==> config.mk <==
export PLATFORM = sky130hd
export DESIGN_NAME = demux1_7_reg_flat
export DESIGN_NICKNAME = d
export VERILOG_FILES = /design/src/rtl/demux1_7_reg_if.sv /design/src/rtl/demux1_7_reg.sv /design/src/flat_wrapper.sv
export SDC_FILE = /design/constraint.sdc
export NUM_CORES = 1
export LEC_CHECK = 0
export ABC_AREA = 1
export BUFFER_PORTS_ARGS = -buffer_cell sky130_fd_sc_hd__buf_2
export CORE_MARGIN = 1.5
export CORE_UTILIZATION = 54
export DETAILED_ROUTE_END_ITERATION = 8
export GPL_ROUTABILITY_DRIVEN = 0
export HOLD_SLACK_MARGIN = 0.05
export PLACE_DENSITY = 0.82
export SYNTH_ARGS = -nofsm -noshare
export SYNTH_HDL_FRONTEND = slang
export SYNTH_SLANG_ARGS = --single-unit
==> constraint.sdc <==
create_clock -name clk -period 8.27 [get_ports clk]
set_input_delay 2.0675 -clock clk [delete_from_list [all_inputs] [get_ports clk]]
set_output_delay 2.0675 -clock clk [all_outputs]
set_load 0.01 [all_outputs]
==> src/rtl/demux1_7_reg_if.sv <==
// demux1_7_reg_if: write-side bus and holding-register outputs of the 1-to-7 distributor
interface demux1_7_reg_if #(parameter int WIDTH = 32);
    logic             wr_en;
    logic [2:0]       selector;
    logic [WIDTH-1:0] data_in;
    logic [6:0]       clear;
    logic [WIDTH-1:0] data_0;
    logic [WIDTH-1:0] data_1;
    logic [WIDTH-1:0] data_2;
    logic [WIDTH-1:0] data_3;
    logic [WIDTH-1:0] data_4;
    logic [WIDTH-1:0] data_5;
    logic [WIDTH-1:0] data_6;
    logic [6:0]       valid;
    logic [2:0]       occupancy;
    logic             overwrite_err;
    logic             invalid_sel_err;
    modport master (
        output wr_en, selector, data_in, clear,
        input  data_0, data_1, data_2, data_3, data_4, data_5, data_6,
        input  valid, occupancy, overwrite_err, invalid_sel_err
    );
    modport slave (
        input  wr_en, selector, data_in, clear,
        output data_0, data_1, data_2, data_3, data_4, data_5, data_6,
        output valid, occupancy, overwrite_err, invalid_sel_err
    );
endinterface

==> src/rtl/demux1_7_reg.sv <==
// demux1_7_reg: steers one value into one of seven registered slots with per-slot valid flags
module demux1_7_reg #(
    parameter int WIDTH  = 32,
    parameter int NSLOTS = 7
) (
    input logic clk,
    input logic reset,
    demux1_7_reg_if.slave bus
);
    logic [WIDTH-1:0]  regs [NSLOTS];
    logic [NSLOTS-1:0] valid_q;
    logic [NSLOTS-1:0] hit;
    logic [NSLOTS-1:0] valid_n;
    logic [2:0]        occ_q;
    logic [2:0]        occ_n;
    logic              ov_q;
    logic              inv_q;

    genvar k;
    for (k = 0; k < NSLOTS; k++) begin : g_hit
        assign hit[k] = bus.wr_en && (bus.selector == 3'(k));
    end

    assign valid_n = (valid_q & ~bus.clear) | hit;

    // popcount of the next-state flags so occupancy lines up with valid
    always_comb begin
        occ_n = '0;
        for (int i = 0; i < NSLOTS; i++) occ_n = occ_n + {2'b0, valid_n[i]};
    end

    // slot registers, flags and error pulses; a write beats a same-cycle clear
    always_ff @(posedge clk) begin
        if (!reset) begin
            for (int i = 0; i < NSLOTS; i++) regs[i] <= '0;
            valid_q <= '0;
            occ_q   <= '0;
            ov_q    <= 1'b0;
            inv_q   <= 1'b0;
        end else begin
            for (int i = 0; i < NSLOTS; i++) regs[i] <= hit[i] ? bus.data_in : regs[i];
            valid_q <= valid_n;
            occ_q   <= occ_n;
            ov_q    <= |(hit & valid_q & ~bus.clear);
            inv_q   <= bus.wr_en && (bus.selector == 3'd7);
        end
    end

    assign bus.data_0          = regs[0];
    assign bus.data_1          = regs[1];
    assign bus.data_2          = regs[2];
    assign bus.data_3          = regs[3];
    assign bus.data_4          = regs[4];
    assign bus.data_5          = regs[5];
    assign bus.data_6          = regs[6];
    assign bus.valid           = valid_q;
    assign bus.occupancy       = occ_q;
    assign bus.overwrite_err   = ov_q;
    assign bus.invalid_sel_err = inv_q;
endmodule
==> src/flat_wrapper.sv <==
// flat-port wrapper written by rule: the top's interface ports become plain ports
module demux1_7_reg_flat 
#(
    parameter int WIDTH  = 32,
    parameter int NSLOTS = 7
)
  (clk, reset, bus_wr_en, bus_selector, bus_data_in, bus_clear, bus_data_0, bus_data_1, bus_data_2, bus_data_3, bus_data_4, bus_data_5, bus_data_6, bus_valid, bus_occupancy, bus_overwrite_err, bus_invalid_sel_err);
  demux1_7_reg_if #(.WIDTH(WIDTH)) bus_i ();
  input logic clk;
  input logic reset;
  input wire logic [$bits(bus_i.wr_en)-1:0] bus_wr_en;
  input wire logic [$bits(bus_i.selector)-1:0] bus_selector;
  input wire logic [$bits(bus_i.data_in)-1:0] bus_data_in;
  input wire logic [$bits(bus_i.clear)-1:0] bus_clear;
  output wire logic [$bits(bus_i.data_0)-1:0] bus_data_0;
  output wire logic [$bits(bus_i.data_1)-1:0] bus_data_1;
  output wire logic [$bits(bus_i.data_2)-1:0] bus_data_2;
  output wire logic [$bits(bus_i.data_3)-1:0] bus_data_3;
  output wire logic [$bits(bus_i.data_4)-1:0] bus_data_4;
  output wire logic [$bits(bus_i.data_5)-1:0] bus_data_5;
  output wire logic [$bits(bus_i.data_6)-1:0] bus_data_6;
  output wire logic [$bits(bus_i.valid)-1:0] bus_valid;
  output wire logic [$bits(bus_i.occupancy)-1:0] bus_occupancy;
  output wire logic [$bits(bus_i.overwrite_err)-1:0] bus_overwrite_err;
  output wire logic [$bits(bus_i.invalid_sel_err)-1:0] bus_invalid_sel_err;
  assign bus_i.wr_en = bus_wr_en;
  assign bus_i.selector = bus_selector;
  assign bus_i.data_in = bus_data_in;
  assign bus_i.clear = bus_clear;
  assign bus_data_0 = bus_i.data_0;
  assign bus_data_1 = bus_i.data_1;
  assign bus_data_2 = bus_i.data_2;
  assign bus_data_3 = bus_i.data_3;
  assign bus_data_4 = bus_i.data_4;
  assign bus_data_5 = bus_i.data_5;
  assign bus_data_6 = bus_i.data_6;
  assign bus_valid = bus_i.valid;
  assign bus_occupancy = bus_i.occupancy;
  assign bus_overwrite_err = bus_i.overwrite_err;
  assign bus_invalid_sel_err = bus_i.invalid_sel_err;
  demux1_7_reg #(.WIDTH(WIDTH), .NSLOTS(NSLOTS)) u_core (.clk(clk), .reset(reset), .bus(bus_i));
endmodule
======== Yosys cells after proc, flatten, opt, wreduce, memory -nomap -nowiden ========
Memory sizes are Yosys's and may differ from the RTL's.
Cells that the tools add are included.
operators by class
  $add $sub $neg .......................... 6
  eq/ne operators ......................... 7
  mux-type cells .......................... 16
  bitwise logic cells ..................... 12
  reductions and logical operators ........ 10
operators with widths
  cell                                                 number
  two-way mux 32 bit                                   14
  AND 7 bit                                            3
  adder 3 x 1 -> 3 bit                                 5
  equality test 3 bit, second input constant           4
  logical AND 1 bit                                    8
  inverter 7 bit                                       1
  bitwise OR 1 bit                                     7
  bitwise OR 7 bit                                     1
  OR reduction 7 bit                                   1
  equality test 3 x 2 -> 1 bit, second input constant  2
  equality test 3 x 1 -> 1 bit, second input constant  1
  zero test 3 bit                                      1
  adder 1 x 1 -> 2 bit                                 1
  two-way mux 1 bit                                    2
storage, ports and cells
  flip-flop bits (word level) ............. 12
  bits in writable memories ............... 224
  bits of input ports ..................... 45
  output and inout bits ................... 236
  memories kept ........................... 1
memories
  name         depth  width  read ports  clocked after memory_dff  write ports  line                RTL
  u_core.regs  7      32     7           0                         7            demux1_7_reg.sv:10  logic [WIDTH-1:0] regs [NSLOTS];

======== Logic depth before layout (Yosys ltp) ========
Gate-level depths: netlist of the first run.
  depth after elaboration ................. 9
  depth in mapped cells ................... 16
  depth with buffers taken out ............ 15

======== Worst setup path before layout of the first run ========
No wires, ideal clock.
  path type ............................... input to register
  start ................................... input port bus_selector[1]
  end ..................................... register u_core.occ_q[2], in the netlist u_core.bus.occupancy[2]
  library setup time ...................... 0.128 ns
  arrival time ............................ 4.629 ns
  setup slack ............................. 3.514 ns
  stages .................................. 16
  buffers on the path ..................... 1
  cells stage by stage .................... nor2_2 > inv_2 > nor2_4 > inv_2 > buf_2 > nand2_1 > ha_1 > fa_1 > inv_1 > fa_1 > inv_1 > ha_1 > inv_1 > fa_1 > xor2_1 > nor2_1
on the way
  cells in the longest elaborated chain, start to end .. 9
RTL lines
  what                               line                RTL
  start, declared                    flat_wrapper.sv:12  input wire logic [$bits(bus_i.selector)-1:0] bus_selector;
  zero test 3 bit                    demux1_7_reg.sv:21  assign hit[k] = bus.wr_en && (bus.selector == 3'(k));
  logical AND 1 bit                  demux1_7_reg.sv:21
  bitwise OR 7 bit                   demux1_7_reg.sv:24  assign valid_n = (valid_q & ~bus.clear) | hit;
  net u_core.valid_n[0]              demux1_7_reg.sv:13  logic [NSLOTS-1:0] valid_n;
  adder 1 x 1 -> 2 bit               demux1_7_reg.sv:29  for (int i = 0; i < NSLOTS; i++) occ_n = occ_n + {2'b0, valid_n[i]};
  adder 3 x 1 -> 3 bit (5 in a row)  demux1_7_reg.sv:29
  end signal, assigned               demux1_7_reg.sv:43  occ_q <= occ_n;
  end, declared                      demux1_7_reg.sv:14  logic [2:0] occ_q;
The timed path passes the listed nets, and every way through them passes these cells.
A chain may end at the register's enable or synchronous reset.

======== Worst setup path after layout of the first run ========
Same ends and word-level chain as after synthesis.

==> qor.csv, run 1 <==
metric,value,unit
CP Buf/Inv Count,6,
CP max stage delay,560,ps
fin crit share,64.5,%
1st-iter DRT viols,676,
Hold WS,477,ps
clock share of power,41.2,%
Hold Buf Count CTS,0,
Critical Path AT,5720,ps
max-slew violations,0,
Final Worst Setup Slack,2940,ps
"most common cell after layout, fill and taps aside",nor2_1,
Rel. slew slack,48.7,%
drt wl/cell,16.9,um
worst slew pin tran,768,ps
"Net Count, Synth",1116,
RSZ-0062 raised after global routing,false,
"commonest cells after routing, fill and taps aside","nor2_1 (464), buf_2 (279), dfxtp_1 (236), o21ai_0 (166), o21ai_1 (58)",
ant diodes,0,
area of placed instances,9680,sq um
clk buf depth,3,
CP Max Fanout,34,
Routed Wire Length,25400,um
PwrDens,228,nW/um^2
CP startpoint,bus_selector[1],
Switch Pwr,0.574,mW
vias post-DR,8022,
fin nets,1358,
multi-input logic area,3170,sq um
# Post-CTS Setup Buffers,0,
R2R Path Start,u_core.bus.valid[0],
layout cells sized above 1,25.8,%
Leak,5.29,nW
worst setup path class,input port to flip-flop,
WP data required,8650,ps
IO buf count,280,
first-pass iteration count of the detailed router,5,
row cnt,45,
min-delay worst type,flip-flop to flip-flop,
routed length on met1,10500,um
YS warnings,0,
die footprint,16200,sq um
cell depth of the worst setup path,16,
remaining antenna violation count,0,
largest net degree at the start of global routing,95,
Sw Share,24.2,%
Int Pwr,1.79,mW
clk sinks,236,
peak supply drop,0.171,mV
Worst-path clk slew,60,ps
Final setup viols,0,
initial antenna violation count,0,
CTS tree,built,
Clock Latency Late Sink,500,ps
crit path max-delay cell type,nor2_4,
top sig layer,met4,
logic gate share of total power,8.2,%
HPWL after detailed placement,16200,um
Synth Instances,1065,
min-delay src,u_core.regs[0][52],
Place WS,2460,ps
Worst Clk Skew,4.60,ps
flop2flop setup slack,5350,ps
post-cts resize count,0,
Synth Area per Inst,7.83,sq um
root buffer cell,clkbuf_16,
# fillers,1279,
num ports,281,
FF-to-FF path depth,14,
synth unique cells,22,
routed length on met2,11600,um
CP Cell Sequence,buf_2 -> nor2_2 -> inv_2 -> nor2_4 -> inv_2 -> nand2_1 -> ha_1 -> fa_1 -> inv_1 -> fa_1 -> inv_1 -> ha_1 -> inv_1 -> fa_1 -> xor2_1 -> nor2_1,
H-tree depth,1,
achievable clock frequency,187,MHz
vias per cell,5.32,
setup_tns,0,ps
Core Area,15100,sq um
crit path time final,5330,ps
Finished Cell Area,10400,sq um
crit path to,u_core.bus.occupancy[2],
Area Overhead vs Synth,24.4,%
Die Y-Extent,127,um
GRT Resource Usage Total,30.3,%
sequential element share of the synthesized area,56.7,%
starting density of the core,55.0,%
total length of routed met3 wires,2220,um
status,"finished, final reports clean",
cts bufs inserted,23,
worst r2r dst,u_core.bus.occupancy[2],
DR DRC count,0,
CP startpoint kind,input port,
vias in the first global route,7241,
first-pass GRT wire length,38700,um
final hold violation count,0,
#FFs+latches synth,236,
Reg power frac,50.6,%
Die X,127,um
Sequential Area,4720,sq um
nature of the critical path endpoint,flip-flop,
"delay-heaviest family, CP",adder cells,
GR Overflow Total,0,
"Cell Area, Synth",8340,sq um
Max Cap Violations,0,
==> per-stage QoR <==
step           cells  total power [mW]  util, %
6_report        1507              2.37     68.4
5_1_grt         1507              2.44     68.4
4_1_cts         1507              2.37     68.4
3_5_place_dp    1470              1.41     63.9
3_3_place_gp    1470              1.41     63.9
2_1_floorplan   1065              1.32        -
==> power by group through the flow <==
stage                     clock, mW  combinational (mW)  sequential, mW
after floorplan                   0              0.0819            1.24
after global placement            0               0.188            1.22
after detailed placement          0               0.192            1.22
after CTS                     0.979               0.193            1.20
after global routing           1.03               0.213            1.20
final                         0.975               0.195            1.20
==> kinds of logic (layout without fill, tap and decap cells) <==
family / Yosys count / after routing / share of synthesized area, %
fa+ha+maj: 6 / 6 / 1.17
xor+xnor: 1 / 1 / 0.105
simple gates: 494 / 494 / 22.9
flops: 236 / 236 / 56.7
compound gates: 230 / 230 / 13.8
buf+inv: 98 / 352 / 5.34
==> how the worst min path moves through the flow <==
stage	end	cells past startpoint
2_1_floorplan	u_core.regs[0][161]	2
3_3_place_gp	u_core.regs[0][51]	2
3_5_place_dp	u_core.regs[0][52]	2
4_1_cts	u_core.regs[0][52]	2
5_1_grt	u_core.regs[0][50]	2
6_report	u_core.regs[0][52]	2
==> final cells by class <==
class	count	area share (%)
flip-flops and latches	236	45.6
clock inverters	4	0.229
repair buffers	285	13.9
multi-input cells	731	30.5
clock buffers	33	6.40
inverters	30	1.09
well taps	188	2.27
==> state kept, by name, indices dropped and copies added, names as in the netlist <==
name	flops
u_core.bus.invalid_sel_err	1
u_core.bus.occupancy	3
u_core.bus.overwrite_err	1
u_core.bus.valid	7
u_core.regs	224
==> cells in the mapped netlist <==
| cell | instances | area, sq um |
|---|---|---|
| o21ai_1 | 58 | 290 |
| nand2_2 | 4 | 25.0 |
| buf_6 | 3 | 33.8 |
| nor2_4 | 4 | 45.0 |
| a21oi_1 | 6 | 30.0 |
| ha_1 | 3 | 37.5 |
| fa_1 | 3 | 60.1 |
| buf_1 | 1 | 3.75 |
| nor3_1 | 1 | 5.00 |
| buf_4 | 4 | 30.0 |
| inv_2 | 12 | 45.0 |
| inv_1 | 18 | 67.6 |
| clkbuf_2 | 1 | 5.00 |
| buf_2 | 31 | 155 |
| nor2_1 | 464 | 1740 |
| dfxtp_1 | 236 | 4720 |
| nand2_1 | 14 | 52.6 |
| xor2_1 | 1 | 8.76 |
| nor2_2 | 3 | 18.8 |
| o21ai_0 | 166 | 831 |
| clkbuf_1 | 28 | 105 |
| nand3_1 | 4 | 20.0 |
==> worst register-to-register path: stages, from the launching register on <==
cell     delay (ps)
dfxtp_1         350
inv_1            50
nor2_1          180
inv_1            90
nand2_1          80
ha_1            260
fa_1            490
inv_1            60
fa_1            450
inv_1            70
ha_1            140
inv_1            50
fa_1            370
xor2_1          140
nor2_1           50
==> metal layers <==
layer	track usage, %	up-vias
met2	49.2	374
met4	13.3	0
met3	7.12	82
met5	0	-
met1	38.9	3713
li1	-	3853
Note: power is estimated with default switching activity, not from simulation.
==> run 2: changes to the inputs <==
--- a/config.mk
+++ b/config.mk
@@ -8,11 +8,11 @@
 export ABC_AREA = 1
 export BUFFER_PORTS_ARGS = -buffer_cell sky130_fd_sc_hd__buf_2
 export CORE_MARGIN = 1.5
-export CORE_UTILIZATION = 54
+export CORE_UTILIZATION = 50
 export DETAILED_ROUTE_END_ITERATION = 8
 export GPL_ROUTABILITY_DRIVEN = 0
 export HOLD_SLACK_MARGIN = 0.05
-export PLACE_DENSITY = 0.82
+export PLACE_DENSITY = 0.76
 export SYNTH_ARGS = -nofsm -noshare
 export SYNTH_HDL_FRONTEND = slang
 export SYNTH_SLANG_ARGS = --single-unit
==> constraint.sdc (replaced) <==
create_clock -name clk -period 5.1 [get_ports clk]
set_input_delay 1.275 -clock clk [delete_from_list [all_inputs] [get_ports clk]]
set_output_delay 1.275 -clock clk [all_outputs]
set_load 0.01 [all_outputs]
==> run 2 against run 1 <==
Combinational power is 64% higher. Largest power group unchanged. Critical endpoint unchanged. Utilization is 3.5 points lower. Highest routed layer unchanged. Count of clock-buffer cells in the layout is 4 lower. First-iteration DRC count is 12% lower.
==> qor.csv, run 2 (synthesis results as in run 1) <==
metric,value,unit,change
"most common cell after layout, fill and taps aside",nor2_1,,
routed length on met1,11000,um,+5.3%
nature of the critical path endpoint,flip-flop,,
vias post-DR,7922,,-1.2%
Die Y-Extent,132,um,+3.8%
Leak,5.43,nW,+2.6%
Core Area,16400,sq um,+8.3%
# fillers,1439,,+13%
drt wl/cell,16.9,um,about the same
largest net degree at the start of global routing,131,,+38%
min-delay worst type,flip-flop to flip-flop,,
layout cells sized above 1,26.9,%,+1.1 points
WP data required,5480,ps,-3170 ps
PwrDens,393,nW/um^2,+72%
clk sinks,236,,unchanged
GR Overflow Total,0,,unchanged
Hold Buf Count CTS,0,,unchanged
Max Cap Violations,0,,unchanged
Place WS,1090,ps,-1370 ps
die footprint,17500,sq um,+7.8%
fin crit share,69.4,%,
clk buf depth,3,,unchanged
CP startpoint kind,input port,,
Hold Path Stages,2,,unchanged
setup_tns,0,ps,unchanged
peak supply drop,0.304,mV,+77%
vias in the first global route,7278,,+0.51%
remaining antenna violation count,0,,unchanged
crit path max-delay cell type,fa_1,,
crit path time final,3540,ps,
IO buf count,280,,unchanged
DR DRC count,0,,unchanged
multi-input logic area,3170,sq um,unchanged
num ports,281,,unchanged
Clock Latency Late Sink,500,ps,about the same
# Post-CTS Setup Buffers,0,,unchanged
Final setup viols,0,,unchanged
RSZ-0062 raised after global routing,false,,
worst setup path class,input port to flip-flop,,
final hold violation count,0,,unchanged
ant diodes,0,,unchanged
post-cts resize count,0,,unchanged
1st-iter DRT viols,593,,-12%
status,"finished, final reports clean",,
max reg flops,224,,unchanged
"commonest cells after routing, fill and taps aside","nor2_1 (464), buf_2 (279), dfxtp_1 (236), o21ai_0 (166), o21ai_1 (58)",,
Final Worst Setup Slack,1560,ps,-1370 ps
CP Cell Sequence,buf_2 -> nor2_2 -> inv_2 -> nor2_4 -> inv_2 -> nand2_1 -> ha_1 -> fa_1 -> inv_1 -> fa_1 -> inv_1 -> ha_1 -> inv_1 -> fa_1 -> xor2_1 -> nor2_1,,
Die X,132,um,+3.8%
Area Overhead vs Synth,27.9,%,
Routed Wire Length,26200,um,+3.1%
HPWL after detailed placement,16400,um,+0.92%
cts bufs inserted,24,,+4.3%
initial antenna violation count,0,,unchanged
first-pass iteration count of the detailed router,5,,unchanged
GRT Resource Usage Total,28.7,%,-1.6 points
Worst Clk Skew,2.34,ps,-2.26 ps
Sequential Area,4720,sq um,unchanged
top sig layer,met4,,
CP Max Fanout,4,,-88%
root buffer cell,clkbuf_16,,
routed length on met2,12200,um,+4.9%
CP max stage delay,480,ps,-80 ps
achievable clock frequency,283,MHz,
H-tree depth,1,,unchanged
row cnt,47,,+4.4%
FF-to-FF path depth,14,,unchanged
Critical Path AT,3920,ps,-1800 ps
Rel. slew slack,44.4,%,-4.3 points
Worst-path clk slew,60,ps,about the same
largest reg by FF count,u_core.regs,,
starting density of the core,50.8,%,-4.2 points
max-slew violations,0,,unchanged
total length of routed met3 wires,2160,um,-2.5%
fin nets,1365,,+0.52%
first-pass GRT wire length,39900,um,+2.9%
worst slew pin tran,834,ps,+66.6 ps
vias per cell,5.10,,-4.1%
CTS tree,built,,
==> run 2: cell types whose count changed in the layout (fill, tap and decap cells not counted) <==
cell       before  now
clkbuf_1        5    0
inv_6           1    0
buf_12          0    1
buf_4           6   11
bufinv_16       0    5
clkbuf_16      23   25
clkinv_2        3   10
clkbuf_8        5    4
==> run 2: through the flow <==
step | instances | hold WS, ps | instance area (sq um) | power (mW) | utilization (%)
floorplan | 1065 | 510 | 8340 | 2.14 | -
CTS | 1552 | 480 | 10700 | 4.20 | 65.0
finish | 1552 | 475 | 10700 | 4.18 | 65.0
global route | 1552 | 501 | 10700 | 4.31 | 65.0
detailed placement | 1508 | 466 | 9780 | 2.30 | 59.6
global placement | 1508 | 457 | 9780 | 2.29 | 59.6
==> run 2: routing by layer <==
| layer | global-route usage [%] | vias up |
|---|---|---|
| li1 | - | 3881 |
| met1 | 37.8 | 3657 |
| met2 | 46.2 | 336 |
| met3 | 7.11 | 48 |
| met4 | 10.1 | 0 |
| met5 | 0 | - |
==> run 2: worst paths after layout <==
kind	start	to	slack [ps]
worst min register to register	u_core.regs[0][60]	u_core.regs[0][60]	470
worst max register to register	u_core.bus.valid[0]	u_core.bus.occupancy[2]	2240
worst max-delay path	bus_selector[1]	u_core.bus.occupancy[2]	1560
worst min-delay path	u_core.regs[0][60]	u_core.regs[0][60]	470
==> run 2: cell type report <==
| class | count | share of cell area, % |
|---|---|---|
| sequential | 236 | 44.3 |
| multi-input combinational | 731 | 29.7 |
| timing repair buffer | 291 | 14.1 |
| clock buffer | 29 | 6.39 |
| tap | 220 | 2.58 |
| clock inverter | 15 | 1.88 |
| inverter | 30 | 1.06 |
==> run 2: worst max-delay path, delay by kind of cell <==
kind | cells | cell delay [ps]
XOR/XNOR | 1 | 150
adder cells (fa/ha/maj) | 5 | 1680
buffers and inverters | 6 | 430
AND/OR/NAND/NOR | 4 | 370
==> run 2: power breakdown <==
part	switching (mW)	leakage [nW]	internal [mW]	total, mW
Sequential	0.0307	1.92	1.91	1.94
Combinational	0.215	3.07	0.105	0.319
Clock	0.724	0.447	1.20	1.93
Total	0.969	5.43	3.21	4.18
==> run 3: changes to the inputs <==
==> constraint.sdc (replaced) <==
create_clock -name clk -period 3.4 [get_ports clk]
set_input_delay 0.85 -clock clk [delete_from_list [all_inputs] [get_ports clk]]
set_output_delay 0.85 -clock clk [all_outputs]
set_load 0.01 [all_outputs]
==> run 3 against run 2 <==
First-iteration DRC count fell by 7.3%. Clock power grew 49%. Hold slack better by 1.8 ps. Combinational power rose by 55%. Critical path type unchanged.
==> qor.csv, run 3 (synthesis results as in run 1) <==
metric,value,unit,change
status,"finished, final reports clean",,
starting density of the core,50.8,%,unchanged
Die X,132,um,unchanged
RSZ-0062 raised after global routing,false,,
vias in the first global route,7534,,+3.5%
first-pass GRT wire length,41200,um,+3.3%
worst setup path class,input port to flip-flop,,
CTS tree,built,,
ant diodes,0,,unchanged
crit path time final,3020,ps,
total power,6.28,mW,+50%
layout cells sized above 1,28.0,%,+1.1 points
Clock Latency Late Sink,500,ps,about the same
CP startpoint kind,input port,,
clk sinks,236,,unchanged
worst slew pin tran,709,ps,-126 ps
GR Overflow Total,0,,unchanged
Routed Wire Length,26400,um,+0.64%
Hold Buf Count CTS,0,,unchanged
Final setup viols,0,,unchanged
"most common cell after layout, fill and taps aside",nor2_1,,
largest net degree at the start of global routing,67,,-49%
Core Area,16400,sq um,unchanged
IO buf count,280,,unchanged
remaining antenna violation count,0,,unchanged
DR DRC count,0,,unchanged
cts bufs inserted,24,,unchanged
die footprint,17500,sq um,unchanged
HPWL after detailed placement,16600,um,+1.3%
post-cts resize count,0,,unchanged
max-slew violations,0,,unchanged
1st-iter DRT viols,550,,-7.3%
PwrDens,582,nW/um^2,+48%
row cnt,47,,unchanged
Worst-path clk slew,60,ps,about the same
Worst Clk Skew,1.47,ps,-0.868 ps
"commonest cells after routing, fill and taps aside","nor2_1 (463), buf_2 (279), dfxtp_1 (236), o21ai_0 (166), o21ai_1 (58)",,
Die Y-Extent,132,um,unchanged
num ports,281,,unchanged
first-pass iteration count of the detailed router,5,,unchanged
min-delay worst type,flip-flop to flip-flop,,
WP data required,3790,ps,-1690 ps
max reg flops,224,,unchanged
H-tree depth,1,,unchanged
root buffer cell,clkbuf_16,,
fin nets,1378,,+0.95%
nature of the critical path endpoint,flip-flop,,
fin util,65.7,%,+0.78 points
CP Max Fanout,3,,-1
Area Overhead vs Synth,29.4,%,
vias post-DR,8026,,+1.3%
largest reg by FF count,u_core.regs,,
vias per cell,5.13,,+0.47%
fin crit share,89.0,%,
Max Cap Violations,0,,unchanged
setup_tns,0,ps,unchanged
Rel. slew slack,52.7,%,+8.3 points
achievable clock frequency,331,MHz,
final hold violation count,0,,unchanged
Critical Path AT,3410,ps,-510 ps
initial antenna violation count,0,,unchanged
# Post-CTS Setup Buffers,0,,unchanged
GRT Resource Usage Total,29.5,%,+0.81 points
Leak,5.48,nW,+0.88%
drt wl/cell,16.8,um,-0.19%
peak supply drop,0.371,mV,+22%
clk buf depth,3,,unchanged
## run 3: cell count changes in the layout (fill, tap and decap cells not counted), sizes merged
| cell | change |
|---|---|
| buf | +13 |
| clkinv | -3 |
| clkbuf | +3 |
| clkinvlp | +1 |
| bufinv | -1 |
## run 3: final timing paths
kind | slack, ps | to | cells after the start | startpoint
max | 380 | u_core.bus.occupancy[2] | 16 | bus_selector[0]
min | 480 | u_core.regs[0][34] | 2 | u_core.regs[0][34]
max reg2reg | 600 | u_core.bus.occupancy[2] | 14 | u_core.bus.valid[0]
min reg2reg | 480 | u_core.regs[0][34] | 2 | u_core.regs[0][34]
## run 3: layout make-up
class	count	area, sq um
sequential	236	4720
tap	220	275
fill	1389	5620
clock inverter	12	166
clock buffer	32	712
multi-input combinational	731	3200
timing repair buffer	304	1600
inverter	30	113
## run 3: metrics by stage
step                      hold slack, ps  setup slack, ps  area, sq um  std cells
after global routing                 496              272        10800       1565
after CTS                            480              394        10800       1565
final                                476              376        10800       1565
after floorplan                      510            -65.8         8380       1065
after detailed placement             466             -105         9910       1521
after global placement               457            -77.6         9910       1521
## run 3: where the power goes
part | total (mW) | switching (mW) | internal, mW | leakage, nW
Sequential | 2.91 | 0.0455 | 2.86 | 1.92
Combinational | 0.493 | 0.326 | 0.167 | 3.12
Clock | 2.87 | 1.10 | 1.77 | 0.437
## run 3: worst max-delay path, cell delays in order
cell     delay [ps]
buf_2           130
nor2_4          120
inv_2            60
nor2_4          120
inv_2            60
nand2_4          60
ha_4            190
fa_1            510
inv_1            50
fa_1            430
inv_1            80
ha_2            160
inv_2            40
fa_2            320
xor2_1          190
nor2_1           50
## run 3: per-layer routing
layer / up-vias / track usage (%) / share of wire, %
li1: 3898 / - / -
met1: 3710 / 38.5 / 43
met2: 344 / 47.0 / 45
met3: 74 / 6.96 / 8.2
met4: 0 / 12.9 / 4.3
met5: - / 0 / 0
